## src/rtl/a2d_pkg.sv

```systemverilog
// Shared types and timing constants for the A2D interface and its SPI engine.
// Latency: n/a (declarations only).
// Backpressure: n/a.
package a2d_pkg;

   // Conversion FSM encoding, kept as plain constants for legacy tools.
   typedef logic [1:0] state_t;
   localparam state_t IDLE  = 2'd0;
   localparam state_t XFER1 = 2'd1;
   localparam state_t PAUSE = 2'd2;
   localparam state_t XFER2 = 2'd3;

   // Divider preload gives a 9-clock front porch before the first SCLK fall.
   localparam logic [4:0] SCLK_LOAD = 5'b10111;
   localparam logic [4:0] SMPL_PT   = 5'b01111;   // SCLK about to rise
   localparam logic [4:0] SHFT_PT   = 5'b11111;   // SCLK about to fall
   localparam logic [4:0] END_PT    = 5'b11110;   // stop before a 17th fall

   localparam int PAUSE_CLKS = 32;    // SS_n high between the two frames
   localparam int XFER_CLKS  = 520;   // SS_n low per frame

   // Pause counter preload: one edge is spent entering PAUSE and one more
   // registering the start strobe, so the counter covers the remaining edges.
   localparam logic [4:0] PAUSE_LOAD = 5'(PAUSE_CLKS - 2);

   // ADC command word: channel address sits in bits [13:11].
   function automatic logic [15:0] adc_cmd(input logic [2:0] ch);
      return {2'b00, ch, 11'h000};
   endfunction

endpackage

```

## src/rtl/a2d_intf_spi.sv

```systemverilog
// 16-bit SPI master frame engine: one frame per wrt strobe, SCLK = clk/32.
// Latency: SS_n falls 1 clk after wrt, rises 520 clks later with done.
// Backpressure: wrt is ignored while a frame is in progress (SS_n low).
module spi_mstr16
   import a2d_pkg::*;
(
   input  logic        clk,
   input  logic        rst_n,
   input  logic        wrt,
   input  logic [15:0] cmd,
   output logic        done,
   output logic [15:0] rd_data,
   output logic        SS_n,
   output logic        SCLK,
   output logic        MOSI,
   input  logic        MISO
);

   logic [4:0]  sclk_div;
   logic [4:0]  div_nxt;
   logic [4:0]  bit_cnt;
   logic [15:0] shft_tx;
   logic [15:0] shft_rx;
   logic        ss_q;
   logic        sclk_q;
   logic        xfer_end;

   assign div_nxt = sclk_div + 5'd1;

   // Last sample taken and SCLK still high: end the frame on this edge so
   // the ADC never sees a trailing falling edge.
   assign xfer_end = ~ss_q && (bit_cnt == 5'd16) && (sclk_div == END_PT);

   assign done    = xfer_end;
   assign rd_data = shft_rx;
   assign SS_n    = ss_q;
   assign SCLK    = sclk_q;
   assign MOSI    = shft_tx[15];

   // Frame sequencing, SCLK generation, MOSI shift on fall, MISO sample on rise.
   always_ff @(posedge clk) begin
      if (!rst_n) begin
         ss_q     <= 1'b1;
         sclk_q   <= 1'b1;
         sclk_div <= SCLK_LOAD;
         bit_cnt  <= 5'd0;
         shft_tx  <= 16'h0000;
         shft_rx  <= 16'h0000;
      end else if (ss_q) begin
         if (wrt) begin
            ss_q     <= 1'b0;
            sclk_q   <= 1'b1;
            sclk_div <= SCLK_LOAD;
            bit_cnt  <= 5'd0;
            shft_tx  <= cmd;
         end
      end else if (xfer_end) begin
         ss_q     <= 1'b1;
         sclk_q   <= 1'b1;
         sclk_div <= SCLK_LOAD;
      end else begin
         sclk_div <= div_nxt;
         sclk_q   <= div_nxt[4];
         if (sclk_div == SMPL_PT) begin
            shft_rx <= {shft_rx[14:0], MISO};
            bit_cnt <= bit_cnt + 5'd1;
         end
         if (sclk_div == SHFT_PT) begin
            shft_tx <= {shft_tx[14:0], 1'b0};
         end
      end
   end

endmodule

```

## src/rtl/a2d_intf.sv

```systemverilog
// A2D conversion sequencer: two SPI frames per request, result from the second.
// Latency: fixed 1073 clks from accepting strt_cnv to cnv_cmplt high.
// Backpressure: strt_cnv only accepted in IDLE; dropped while busy.
module a2d_intf
   import a2d_pkg::*;
(
   input  logic        clk,
   input  logic        rst_n,
   input  logic        strt_cnv,
   input  logic [2:0]  chnnl,
   output logic        cnv_cmplt,
   output logic [11:0] A2D_res,
   output logic        SS_n,
   output logic        SCLK,
   output logic        MOSI,
   input  logic        MISO
);

   state_t      state;
   logic [2:0]  chnnl_q;
   logic [4:0]  pause_cnt;
   logic        wrt_q;
   logic        done;
   logic [15:0] rd_data;
   logic        cmplt_q;
   logic [11:0] res_q;
   logic [3:0]  rd_hi_unused;

   // The ADC's top nibble carries no conversion data.
   assign rd_hi_unused = rd_data[15:12];

   assign cnv_cmplt = cmplt_q;
   assign A2D_res   = res_q;

   spi_mstr16 u_spi (
      .clk     (clk),
      .rst_n   (rst_n),
      .wrt     (wrt_q),
      .cmd     (adc_cmd(chnnl_q)),
      .done    (done),
      .rd_data (rd_data),
      .SS_n    (SS_n),
      .SCLK    (SCLK),
      .MOSI    (MOSI),
      .MISO    (MISO)
   );

   // Conversion FSM: frame 1 addresses the channel (its read data belongs to
   // the previous channel and is dropped), pause, frame 2 returns the result.
   always_ff @(posedge clk) begin
      if (!rst_n) begin
         state     <= IDLE;
         chnnl_q   <= 3'd0;
         pause_cnt <= 5'd0;
         wrt_q     <= 1'b0;
         cmplt_q   <= 1'b0;
         res_q     <= 12'h000;
      end else begin
         wrt_q <= 1'b0;
         case (state)
            IDLE: begin
               if (strt_cnv) begin
                  chnnl_q <= chnnl;
                  cmplt_q <= 1'b0;
                  wrt_q   <= 1'b1;
                  state   <= XFER1;
               end
            end
            XFER1: begin
               if (done) begin
                  pause_cnt <= PAUSE_LOAD;
                  state     <= PAUSE;
               end
            end
            PAUSE: begin
               if (pause_cnt == 5'd0) begin
                  wrt_q <= 1'b1;
                  state <= XFER2;
               end else begin
                  pause_cnt <= pause_cnt - 5'd1;
               end
            end
            XFER2: begin
               if (done) begin
                  res_q   <= rd_data[11:0];
                  cmplt_q <= 1'b1;
                  state   <= IDLE;
               end
            end
            default: state <= IDLE;
         endcase
      end
   end

endmodule

```

## config.mk

```make
export PLATFORM = sky130hd
export DESIGN_NAME = a2d_intf
export DESIGN_NICKNAME = d
export VERILOG_FILES = /design/src/rtl/a2d_pkg.sv /design/src/rtl/a2d_intf_spi.sv /design/src/rtl/a2d_intf.sv
export SDC_FILE = /design/constraint.sdc
export NUM_CORES = 1
export LEC_CHECK = 0
export BUFFER_PORTS_ARGS = -buffer_cell sky130_fd_sc_hd__buf_2
export CAP_MARGIN = 20
export CORE_MARGIN = 8
export CORE_UTILIZATION = 30
export DETAILED_ROUTE_END_ITERATION = 16
export MAX_ROUTING_LAYER = met4
export PLACE_DENSITY_LB_ADDON = 0.3
export SLEW_MARGIN = 20
export SYNTH_ARGS = -nofsm -noshare
export SYNTH_HDL_FRONTEND = slang
export SYNTH_SLANG_ARGS = --single-unit
export TNS_END_PERCENT = 20
```

## constraint.sdc

```tcl
create_clock -name clk -period 2.2 [get_ports clk]
set_clock_uncertainty 0.1 [all_clocks]
set_input_delay 0.11 -clock clk [delete_from_list [all_inputs] [get_ports clk]]
set_output_delay 0.11 -clock clk [all_outputs]
set_load 0.01 [all_outputs]
```

; After elaboration in Yosys (flattened, before gate mapping)
; Cells that the tools add are included.
[totals]
out_inout_bits = 16
register_bits = 64
[classes]
n_mux = 31
reduce_logical = 16
n_eq_ne = 14
n_bitwise = 2
n_addsub = 3
[op_table]
columns = operator, n
row1 = $mux 16, 4
row2 = $mux 5, 9
row3 = $eq 5x5->1 const B, 3
row4 = $reduce_and 3->1, 5
row5 = $ne 2x2->1 const B, 6
row6 = $add 5x1->5 const B, 2
row7 = $mux 1, 10
row8 = $pmux 5 s2, 1
row9 = $mux 2, 4
row10 = $pmux 2 s4, 1
row11 = $reduce_bool 2->1, 4
row12 = $eq 5x4->1 const B, 1
row13 = $logic_not 5->1, 1
row14 = $sub 5x1->5 const B, 1
row15 = $eq 2x2->1 const B, 2
row16 = $pmux 1 s2, 2
row17 = $reduce_and 2->1, 2
row18 = $reduce_and 4->1, 1
row19 = $eq 2x1->1 const B, 1
row20 = $logic_and 1x1->1, 2
row21 = $logic_not 2->1, 1
row22 = $ne 2x1->1 const B, 1
row23 = $not 1->1, 2

; Longest topological paths before layout
[logic_depth]
ltp_word = 5
mapped_depth = 8
ltp_nobuf = 7

; By module
; A second synthesis with hierarchy kept.
[hier_totals]
cells_unflattened = 361
area_unflattened_um2 = 3248.1
[by_module_without_submodules]
columns = module, area_each_um2, seq_area_each_um2, n_inst, cells_per_inst
row1 = spi_mstr16, 2138.3, 860.8, 1, 230
row2 = a2d_intf, 1109.8, 480.5, 1, 131

; Worst setup path before layout
; OpenSTA, ideal clock, no wires.
[synth_path]
path_kind = flip-flop to flip-flop
startpoint = register u_spi.bit_cnt[0]
endpoint = register u_spi.bit_cnt[1]
slack_ns = 0.324
setup_ns = 0.070
t_required_ns = 2.030
path_buffers = 1
stages_incl_launch_ff = 8
arrival_ns = 1.706
period_less_slack_ns = 1.876
path_cell_list = dfxtp_1 -> inv_1 -> ha_1 -> and4bb_4 -> and3_4 -> buf_6 -> or4b_1 -> a21oi_1
[synth_via]
elab_chain_cells = 5
word_cells_on_any_way = 9
[synth_rtl]
columns = item, line_no
row1 = "start, declared", a2d_intf_spi.sv:21  ; logic [4:0] bit_cnt;
row2 = "start signal, assigned", a2d_intf_spi.sv:66  ; bit_cnt <= bit_cnt + 5'd1;
row3 = branches (longest 5 deep; another with $add 5x1->5), -
; Parallel ways; which one is timed is not known. The select of a mux whose other input is x is not followed.
; A chain may end at the register's enable or synchronous reset.

; Worst setup path after layout
[layout_path]
startpoint = register u_spi.sclk_div[1]
endpoint = register u_spi.bit_cnt[1]
[layout_via]
elab_chain_cells = 4
word_cells_on_any_way = 6
[layout_rtl]
columns = item, line_no
row1 = "start, declared", a2d_intf_spi.sv:19  ; logic [4:0] sclk_div;
row2 = "start signal, assigned", a2d_intf_spi.sv:62  ; sclk_div <= div_nxt;
row3 = $eq 5x5->1, a2d_intf_spi.sv:32  ; assign xfer_end = ~ss_q && (bit_cnt == 5'd16) && (sclk_div == END_PT);
row4 = $logic_and 1x1->1, a2d_intf_spi.sv:32
row5 = $ne 2x1->1 (no line), -
row6 = $reduce_and 3->1 (no line) *, -
; Mark *: on every way between the ends. The rest lies on a longest branch, timed or not.

==> results.md <==
- ANT nets after route: 0
- Initial antenna violation count: 0
- Final period utilization: 0.901
- Hold WC Path Type: input port to flip-flop
- DRC violations left: 0
- CTS root buffer: clkbuf_8
- Vias in the first global route: 1910
- Vias: 2007
- GP Congestion: 0.804
- Per-cell routed wire length: 13.2 um
- Syn_area_per_cell: 8.69 um^2
- Sink Count: 52
- Final nets: 318
- Pwr dens: 848 nW/um^2
- Final setup vio count: 0
- Synth Cell Area: 2400 um^2
- Core box area: 7730 um^2
- Fmax: 504 MHz
- FILL cells: 796
- Die area: 11100 um^2
- Status: finished clean
- First drt pass iteration count: 4
- Clk_lat worst skew: 0.30 ns
- Initial Util: 0.310
- Final Critical Period: 1.98 ns
- GRT Resource Usage Total: 0.101
- Reg area: 1040 um^2
- Share of layout cells above drive strength 1: 0.136
- Syn nets: 294
- Critical path peak fanout: 7
- Number of synthesis warnings: 0
- Unrepaired setup endpoints after global routing: false
- Compound-Gate Fraction of Synth Area: 0.138
- Number of synthesized register bits: 52
- H-tree depth: 2
- Gate Count Post-Synth: 276
- Measured slew at the worst slew-check pin: 0.516 ns
- Synth cell types: 46
- Top cell type's share of synthesized area: 0.434
- Post-synthesis xor/xnor area fraction: 0.00731
- Max-Cap Viols: 0
- Mux share of post-synthesis cell area: 0.0840
- Worst Hold Margin: 0.0120 ns
- Commonest non-fill, non-tap cell in the layout: dfxtp_1
- Setup bufs post-CTS: 0
- Hpwl dp: 3670 um
- Footprint of the multi-input gates: 1230 um^2
- Synth Flop Type: dfxtp_1
- Vias per inst: 4.98
- EDFF count, synth: 0
- Rows: 32
- Violation count after the first detailed-route iteration: 92
- Setup TNS: 0 ns
- CTS buffer count: 5
- Die Y: 105 um
- Critical Path RT: 2.33 ns
- Clock tree from TritonCTS: yes
- Top post-synthesis cells by area: dfxtp_1 (43%), mux2i_1 (7.9%), nand2_1 (6.3%), ha_1 (5.7%), a21oi_1 (4.8%)
- Most frequent cells in the layout: dfxtp_1 (52), nand2_1 (40), a21oi_1 (23)
- Grt ovf: 0
- Post-synthesis sequential area ratio: 0.434
- Largest net degree at the start of global routing: 30
- Total wire length: 5300 um
- Port Buffers: 22
- Worst Path Arrival: 2.12 ns
- Max_slew headroom: 0.656
- First-pass GRT wire length: 9170 um
- Main combinational cell family by area after synthesis: simple AND/OR/NAND/NOR gates
- Clock Tree Buf Depth: 2
- Post-synthesis adder-cell area fraction: 0.0574
- Area delta synth->final: 14.8%
- Dominant cell type by area after synthesis: dfxtp_1
- Antenna fix cells: 0
- Critical Path End Type: flip-flop
- Final hold vios: 0
- Critical Path Source Type: flip-flop
- Async SR Flop Fraction: 0
- Final Max Slew Viols: 0
- Width of the die: 105 um
- Worst-path clk slew: 0.09 ns
- Post-synthesis simple-gate area fraction: 0.225
- # IOs: 23
- Worst VDD drop: 0.308 mV
- WS Path Type: flip-flop to flip-flop
- Leak Pwr: 1.13 nW
## per-layer routing
metal  global-route usage  vias to the layer above  part of all wire
met5                    -                        -                 0
met4               0.0367                        0             0.015
met3               0.0146                        6             0.025
met2                0.159                       30              0.47
met1                0.128                      950              0.49
li1                     -                     1021                 -
## state kept, by name, summed over array words and instances (netlist names)
register,flops
u_spi.rd_data,12
pause_cnt,5
cnv_cmplt,1
u_spi.bit_cnt,5
A2D_res,12
u_spi.SS_n,1
u_spi.shft_tx,5
u_spi.sclk_div,5
state,2
wrt_q,1
chnnl_q,3
## cell type report
cell class | count | area share
multi-input combinational | 195 | 0.449
sequential | 52 | 0.378
timing repair buffer | 33 | 0.0746
tap | 102 | 0.0464
clock buffer | 7 | 0.0314
inverter | 13 | 0.0177
clock inverter | 1 | 0.00273
## power breakdown
| group | total [mW] | leakage [nW] | switching [mW] | internal (mW) |
|---|---|---|---|---|
| Clock | 0.567 | 0.0445 | 0.311 | 0.256 |
| Combinational | 0.653 | 0.659 | 0.374 | 0.280 |
| Sequential | 1.11 | 0.421 | 0.0847 | 1.03 |
## final timing paths
kind                             startpoint                             to  slack (ns)  cells after the start
max          u_spi.sclk_div[1]$_SDFFE_PN1P_  u_spi.bit_cnt[1]$_SDFFE_PN0P_        0.22                      6
min                                strt_cnv        chnnl_q[0]$_SDFFE_PN0P_        0.01                      3
max reg2reg  u_spi.sclk_div[1]$_SDFFE_PN1P_  u_spi.bit_cnt[1]$_SDFFE_PN0P_        0.22                      6
min reg2reg         A2D_res[7]$_SDFFE_PN0P_        A2D_res[7]$_SDFFE_PN0P_        0.36                      2
## synthesized netlist by cell type, types with 2 or more instances
cell,count
nand2_1,40
clkbuf_1,8
ha_1,11
xnor2_1,2
nor3_1,6
buf_4,2
or3_1,2
nor2b_1,3
and3_1,2
o22a_1,2
nand2b_1,4
dfxtp_1,52
a211oi_1,2
inv_1,12
nand3_1,20
o31a_1,2
a21oi_1,23
nor2_1,14
o22ai_1,2
o21ai_0,11
mux2i_1,19
nand3b_1,3
buf_2,2
a31oi_1,4
buf_1,2
nand4_1,3
nor3b_1,4
## logic make-up (layout without fill, tap and decap cells)
group / after synthesis / after routing
adder cells (fa/ha/maj): 11 / 11
AO/OA/AOI/OAI: 54 / 54
multiplexers: 20 / 20
buffers and inverters: 29 / 54
XOR/XNOR: 2 / 2
AND/OR/NAND/NOR: 108 / 108
flip-flops: 52 / 52
## timing repair
item | 4_1_cts | 5_1_grt
gates resized for setup | 0 | 1
endpoints found under the setup margin | 0 | 1
hold buffers | 5 | 0
hold endpoints to repair | 4 | 0
## critical path, stage by stage (launching register included)
cell	delay (ns)
dfxtp_1	0.40
ha_1	0.21
and3_1	0.19
ha_1	0.29
mux2i_1	0.12
or4b_1	0.47
a21oi_1	0.14
## metrics by stage
step	worst slack (ns)	instances	total power, mW	instance area [um^2]	util
2_1_floorplan	0.324	276	1.62	2400	-
3_3_place_gp	0.294	390	1.77	2600	0.337
3_5_place_dp	0.236	390	1.77	2600	0.337
4_1_cts	0.223	403	2.35	2750	0.355
5_1_grt	0.0820	403	2.49	2750	0.356
6_report	0.217	403	2.33	2750	0.356
No activity file was read; power rests on OpenSTA's default activity.
